## src/rtl/sysmon_temp_reader_pkg.sv

```systemverilog
// sysmon_temp_reader_pkg: SYSMON temperature code conversion and reader FSM states
package sysmon_temp_reader_pkg;
  localparam real kelvin_offset = 273.15;
  localparam real code_span = 503.975;
  localparam real code_scale = 4096.0;
  typedef enum logic [1:0] {IDLE, REQ, WAIT, UPDATE} state_e;
  function automatic logic [11:0] temp_to_code(input real temp_c);
    return 12'($rtoi((temp_c + kelvin_offset) * code_scale / code_span));
  endfunction
endpackage

```

## src/rtl/reset_sync_n.sv

```systemverilog
// reset_sync_n: 2-flop asynchronous-assert, synchronous-release reset synchroniser
module reset_sync_n (
  input  logic clk_i,
  input  logic arst_n_i,
  output logic rst_n_o
);
  logic [1:0] sync_q;
  always_ff @(posedge clk_i or negedge arst_n_i)
    if (!arst_n_i) sync_q <= '0;
    else sync_q <= {sync_q[0], 1'b1};
  assign rst_n_o = sync_q[1];
endmodule

```

## src/rtl/sysmon_temp_reader.sv

```systemverilog
// sysmon_temp_reader: polls the SYSMON temperature over DRP and derives a fail-safe hysteretic alarm
module sysmon_temp_reader
  import sysmon_temp_reader_pkg::*;
#(
  parameter int         poll_cycles    = 100000,
  parameter int         timeout_cycles = 255,
  parameter logic [6:0] temp_addr      = 7'h00,
  parameter real        alarm_temp     = 85.0,
  parameter real        alarm_hyst     = 5.0
) (
  input  logic        clock,
  input  logic        async_resetn,
  output logic [6:0]  drp_daddr,
  output logic        drp_den,
  output logic        drp_dwe,
  output logic [15:0] drp_di,
  input  logic [15:0] drp_do,
  input  logic        drp_drdy,
  input  logic        sysmon_ot,
  output logic [11:0] device_temp,
  output logic        temp_valid,
  output logic        alarm,
  output logic        drp_timeout_err
);
  localparam int pw = $clog2(poll_cycles);
  localparam int tw = $clog2(timeout_cycles + 1);
  localparam logic [11:0] set_code = temp_to_code(alarm_temp);
  localparam logic [11:0] clr_code = temp_to_code(alarm_temp - alarm_hyst);
  if (poll_cycles < 8 || poll_cycles <= timeout_cycles + 3) begin : g_param_check
    $error("poll_cycles must be >= 8 and greater than timeout_cycles + 3");
  end
  logic rst_n;
  reset_sync_n u_reset_sync (.clk_i(clock), .arst_n_i(async_resetn), .rst_n_o(rst_n));
  state_e state_q, state_d;
  logic [pw-1:0] poll_q, poll_d;
  logic [tw-1:0] tmo_q, tmo_d;
  logic [11:0] sample_q, sample_d, temp_q, temp_d;
  logic valid_q, valid_d, ot_q, ot_d, err_q, err_d, alarm_q, alarm_d;
  logic unused_lsbs;
  assign unused_lsbs = ^drp_do[3:0];
  always_ff @(posedge clock or negedge rst_n)
    if (!rst_n) begin
      state_q  <= IDLE;
      poll_q   <= '0;
      tmo_q    <= '0;
      sample_q <= 12'hFFF;
      temp_q   <= 12'hFFF;
      valid_q  <= 1'b0;
      ot_q     <= 1'b0;
      err_q    <= 1'b0;
      alarm_q  <= 1'b1;
    end else begin
      state_q  <= state_d;
      poll_q   <= poll_d;
      tmo_q    <= tmo_d;
      sample_q <= sample_d;
      temp_q   <= temp_d;
      valid_q  <= valid_d;
      ot_q     <= ot_d;
      err_q    <= err_d;
      alarm_q  <= alarm_d;
    end
  // The poll counter reloads on its own so the read period ignores DRP latency
  always_comb begin
    state_d  = state_q;
    poll_d   = poll_q == '0 ? pw'(poll_cycles - 1) : poll_q - 1'b1;
    tmo_d    = tmo_q;
    sample_d = sample_q;
    temp_d   = temp_q;
    valid_d  = valid_q;
    ot_d     = ot_q;
    err_d    = err_q;
    alarm_d  = sysmon_ot | ot_q | !valid_q;
    case (state_q)
      IDLE: state_d = poll_q == '0 ? REQ : IDLE;
      REQ: begin
        tmo_d   = tw'(timeout_cycles);
        state_d = WAIT;
      end
      WAIT:
        if (drp_drdy) begin
          sample_d = drp_do[15:4];
          state_d  = UPDATE;
        end else if (tmo_q == '0) begin
          err_d   = 1'b1;
          valid_d = 1'b0;
          state_d = IDLE;
        end else tmo_d = tmo_q - 1'b1;
      UPDATE: begin
        temp_d  = sample_q;
        valid_d = 1'b1;
        ot_d    = sample_q >= set_code ? 1'b1 : sample_q <= clr_code ? 1'b0 : ot_q;
        state_d = IDLE;
      end
      default: state_d = IDLE;
    endcase
  end
  assign drp_daddr       = temp_addr;
  assign drp_den         = state_q == REQ;
  assign drp_dwe         = 1'b0;
  assign drp_di          = '0;
  assign device_temp     = temp_q;
  assign temp_valid      = valid_q;
  assign alarm           = alarm_q;
  assign drp_timeout_err = err_q;
endmodule

```

## config.mk

```make
export PLATFORM = sky130hd
export DESIGN_NAME = sysmon_temp_reader
export DESIGN_NICKNAME = d
export VERILOG_FILES = /design/src/rtl/sysmon_temp_reader_pkg.sv /design/src/rtl/reset_sync_n.sv /design/src/rtl/sysmon_temp_reader.sv
export SDC_FILE = /design/constraint.sdc
export NUM_CORES = 1
export LEC_CHECK = 0
export CAP_MARGIN = 40
export CORE_AREA = 8 8 85 87
export CTS_BUF_LIST = sky130_fd_sc_hd__clkbuf_16
export CTS_CLUSTER_DIAMETER = 50
export CTS_CLUSTER_SIZE = 14
export DETAILED_ROUTE_END_ITERATION = 10
export DIE_AREA = 0 0 93 95
export GPL_TIMING_DRIVEN = 0
export PLACE_DENSITY = 0.79
export RECOVER_POWER = 25
export SLEW_MARGIN = 20
export SYNTH_ARGS = -nofsm -noshare
export SYNTH_HDL_FRONTEND = slang
export SYNTH_SLANG_ARGS = --single-unit
export TNS_END_PERCENT = 100
```

## constraint.sdc

```tcl
create_clock -name clock -period 1.9 [get_ports clock]
set_input_delay 0.38 -clock clock [delete_from_list [all_inputs] [get_ports clock]]
set_output_delay 0.38 -clock clock [all_outputs]
set_load 0.01 [all_outputs]
```

# Word-level counts from Yosys, hierarchy flattened
# Cells that the tools add are included.
[op_classes]
add_sub_neg = 2
mux = 13
n_lt_le_gt_ge = 2
eq_ne = 7
bitwise_logic = 3
n_reduce_logical = 12
[ops]
columns = ["cell", "count"]
rows = [
  ["logical NOT 17 bit", 1],
  ["two-way mux 17 bit", 1],
  ["subtractor 17 x 1 -> 17 bit (second input constant)", 1],
  ["two-way mux 8 bit", 2],
  ["one-hot mux 8 bit (2 select lines)", 1],
  ["greater-or-equal comparator 12 bit (second input constant)", 1],
  ["less-or-equal comparator 12 bit (second input constant)", 1],
  ["AND reduction 3 bit", 3],
  ["logical NOT 8 bit", 1],
  ["one-hot mux 2 bit (4 select lines)", 1],
  ["subtractor 8 x 1 -> 8 bit (second input constant)", 1],
  ["!= test 2 bit (second input constant)", 3],
  ["nonzero test 2 bit", 3],
  ["two-way mux 1 bit", 5],
  ["== test 2 bit (second input constant)", 2],
  ["two-way mux 2 bit", 2],
  ["AND reduction 2 bit", 2],
  ["!= test 3 bit (second input constant)", 1],
  ["== test 2 x 1 -> 1 bit (second input constant)", 1],
  ["logical NOT 2 bit", 1],
  ["OR 1 bit", 2],
  ["one-hot mux 1 bit (2 select lines)", 1],
  ["logical NOT 1 bit", 1],
  ["NOT 1 bit", 1],
]
[word_totals]
regBits = 57
output_inout_bits = 40

# Longest topological paths before layout
[depth]
depth_word = 4
mapped_depth = 7
ltp_nobuf = 6

# Cells and area by module
# A second synthesis with hierarchy kept.
[unflattened]
hier_cells = 264
area_unflattened_um2 = 2917.8
[by_module_without_submodules]
columns = ["module", "cells_per_inst", "n_inst", "area_per_inst_um2"]
rows = [
  ["sysmon_temp_reader", 261, 1, 2864.0],
  ["reset_sync_n", 3, 1, 53.8],
]

# Worst setup path after synthesis
# No wires, ideal clock.
[synth_path]
kind = "reg2reg"
startpoint = "reg state_q[1]"
endpoint = "reg tmo_q[4]"
slack_ns = 0.042
t_required_ns = 1.832
synth_period_minus_slack_ns = 1.858
path_stages_with_launch = 8
arrival_time_ns = 1.790
n_path_buf = 1
setup_ns = 0.068
path_cell_list = "dfrtp_1 inv_1 ha_1 clkbuf_1 nand3b_1 or3_1 or3_1 nand3_1"
[synth_between]
elab_chain_cells = 3
elab_cells_between_ends = 7
[synth_rtl]
columns = ["item", "line", "rtl"]
rows = [
  ["start, declared", "sysmon_temp_reader.sv:34", "state_e state_q, state_d;"],
  ["start signal, assigned", "sysmon_temp_reader.sv:53", "state_q <= state_d;"],
  ["== test 2 bit or == test 2 x 1 -> 1 bit (tied branches)", "sysmon_temp_reader.sv:74", "case (state_q)"],
  ["!= test 2 bit (no source line) or nonzero test 2 bit (tied branches)", "-", ""],
  ["AND reduction 3 bit (no source line)", "-", ""],
  ["end signal, assigned", "sysmon_temp_reader.sv:55", "tmo_q <= tmo_d;"],
  ["end, declared", "sysmon_temp_reader.sv:36", "logic [tw-1:0] tmo_q, tmo_d;"],
]
# Several ways; a longest one is shown, not always the timed one.
# A chain may end at the register's enable or synchronous reset.

# Final worst setup path
[layout_path]
startpoint = "reg poll_q[12]"
endpoint = "reg poll_q[14]"
[layout_between]
elab_chain_cells = 2
elab_cells_between_ends = 3
[layout_rtl]
columns = ["item", "line", "rtl"]
rows = [
  ["start, declared", "sysmon_temp_reader.sv:35", "logic [pw-1:0] poll_q, poll_d;"],
  ["start signal, assigned", "sysmon_temp_reader.sv:54", "poll_q <= poll_d;"],
  ["subtractor 17 x 1 -> 17 bit or logical NOT 17 bit (tied branches)", "sysmon_temp_reader.sv:66", "poll_d = poll_q == '0 ? pw'(poll_cycles - 1) : poll_q - 1'b1;"],
  ["two-way mux 17 bit (*)", "sysmon_temp_reader.sv:66", ""],
  ["named net poll_d[14]", "sysmon_temp_reader.sv:35", ""],
]
# Mark *: on every way through the listed nets, which the timed path passes. The rest lies on a longest branch.

==> out/metrics.cfg <==
[logic_synthesis]
synth_seq_area_share_pct = 50.0
synth_compound_area_share_pct = 6.74
synth.distinct_cells = 50
synth_area_sq_um = 2910
yosysWarnings = 0
async_flop_share_pct = 100
synthMuxAreaShare_pct = 11.4
synthAdderAreaFrac_pct = 3.43
synth_flop_cell = dfrtp_1
synth_top_family_by_area = simple AND/OR/NAND/NOR gates
ys_ff_latch = 57
synth_edf_count = 0
syn_inst = 258
syn_area_per_cell_sq_um = 11.3
synth_xor_area_share_pct = 2.71
synth-simple-area-share_pct = 16.8

[detailed_routing]
viasPerCell = 5.08
first_pass_iters = 4
ant_nets = 0
drt-total-wl_mm = 6.35
vias = 2046
drc = 0
drt-initial-drc-count = 77
wl_per_cell_um = 15.8

[floorplanning]
core_area_sq_um = 5820
rows = 28
die_w_um = 93
die_h_um = 95
pin_count = 60
die_area_sq_um = 8840
initial_utilization_pct = 50.1

[cts]
clock-sinks = 57
path_clk_slew_ns = 0.05
cts_tree = done
root_buffer = clkbuf_16
clk_latency_ns = 0.33
clockBufferDepth = 2
htreeDepth = 3
cts_buffers = 9

[place]
dp_hpwl_mm = 4.31
port_buffers = 31
dp_cells = 387
place.gp.congestion = 0.806

[final_layout]
syn_to_final_growth_pct = 29.4
drive_above_1_share_pct = 33.5
instances_no_fill = 403
antenna_cells = 0
final_cell_mix = dfrtp_1 (30), clkdlybuf4s50_1 (28), buf_4 (26)
nets = 351
layout_commonest_cell = dfrtp_1
fillers = 477

[critical_path]
cp-endpoint = poll_q[14]
worstRegToRegCells = 5
required_ns = 2.11
worstPathArrival_ns = 2.02
worst-setup-path-type = reg2reg
cp-end-kind = register
cp-start-kind = register
r2r_start = poll_q[12]
critPathLaunch = poll_q[12]
crit_fanout = 10
rrSetupSlack_ns = 0.09
r2r_end = poll_q[14]

[flow_run]
cap_violations = 0

[outcome]
status = complete, no violations

[grt]
grt-ovfl-total = 0
grt_usage_pct = 14.9
grt_max_degree = 56
antenna_found_initial = 0
grt_pass1_wl_mm = 10.2
grt_pass1_vias = 2070

[min_path]
hold_path.class = in2async

[sta]
finalMaxSlewViolations = 0
setup_violations = 0
fin_skew_ns = 0.00584
worst_slew_pin_slew_ns = 1.16
fmax_mhz = 551
min_period_over_period_pct = 95.5
tns_ns = 0
period_needed_ns = 1.81
hold_violations = 0
slew_headroom_pct = 22.7

[power_and_ir_drop]
vdd_ir_drop_max_v = 0.000744
power.leakage_uw = 0.00159
p_per_area_nw_per_um2 = 904

## flip-flops by register name, summed over array words and instances (netlist names)
signal               count
tmo_q                    8
state_q                  2
alarm                    1
device_temp             12
poll_q                  17
sample_q                12
ot_q                     1
u_reset_sync.sync_q      2
drp_timeout_err          1
temp_valid               1
## worst min-delay path by stage
stage | start | endpoint | slack (ns) | cells after the start
final | async_resetn | u_reset_sync.sync_q[0] | 0.28 | 1
after global routing | async_resetn | u_reset_sync.sync_q[0] | 0.28 | 1
after CTS | async_resetn | u_reset_sync.sync_q[0] | 0.21 | 1
after detailed placement | u_reset_sync.sync_q[0] | u_reset_sync.sync_q[1] | 0.35 | 0
after global placement | u_reset_sync.sync_q[0] | u_reset_sync.sync_q[1] | 0.34 | 0
after floorplan | async_resetn | u_reset_sync.sync_q[0] | 0.08 | 0
## critical path: stages (launching register included)
cell and delay [ns]:
dfrtp_1 0.45, nor4_2 0.46, and4_1 0.24, buf_2 0.20, nor2_1 0.07, mux2_2 0.27
## area by class of cell
class	count	area (sq um)	share of cell area, %
timing repair buffer	33	324	8.60
inverter	8	30.0	0.797
multi-input combinational	184	1340	35.5
buffer	30	214	5.68
sequential	57	1460	38.7
tap	75	93.8	2.49
clock inverter	7	83.8	2.22
clock buffer	9	225	5.97
## synthesized netlist by cell type, types with 6 or more instances
master / instances / area share (%)
inv_1: 8 / 1.0
nor2_1: 20 / 2.6
dfrtp_1: 32 / 27
xnor2_1: 6 / 1.8
nand2_1: 18 / 2.3
dfstp_2: 25 / 23
ha_1: 8 / 3.4
nand3_1: 7 / 1.2
mux2_2: 25 / 9.7
a21oi_1: 7 / 1.2
buf_4: 24 / 6.2
## per-stage QoR
step	instance area [sq um]	setup slack, ns	util, %	total power [uW]	hold slack (ns)
final	3770	0.0859	64.8	3410	0.282
after CTS	3730	0.0108	64.1	3430	0.212
after floorplan	3000	0.0418	-	1610	0.0844
after detailed placement	3410	-0.219	58.6	1740	0.348
after global placement	3400	-0.414	58.5	1730	0.338
after global routing	3770	-0.0109	64.8	3530	0.283
## timing repair
| action | in CTS | in global routing |
|---|---|---|
| buffers inserted | 0 | 2 |
| hold buffers | 0 | 0 |
| setup endpoints to repair | 18 | 9 |
| pin swaps | 0 | 1 |
| gates resized for setup | 6 | 6 |
## kinds of logic after synthesis
logic type,after synthesis
xor gates and xnor gates,9
buffers and inverters,40
AOI/OAI and AO/OA,30
and+or+nand+nor,82
other,2
muxes,30
DFF,57
adders and majority gates,8
## report_power, final
group          switching, uW  internal [uW]  leakage (uW)
Clock                    547           1130      0.000155
Sequential              95.3           1360      0.000622
Combinational            109            170      0.000814
## metal layers
layer | share of wire, % | global-route usage, % | vias up
met5 | 0 | 0 | -
met4 | 1.4 | 5.50 | 0
met3 | 7.0 | 7.22 | 11
met2 | 52 | 25.0 | 53
met1 | 39 | 16.0 | 993
li1 | - | - | 989
Power figures use the tool's default switching activity.
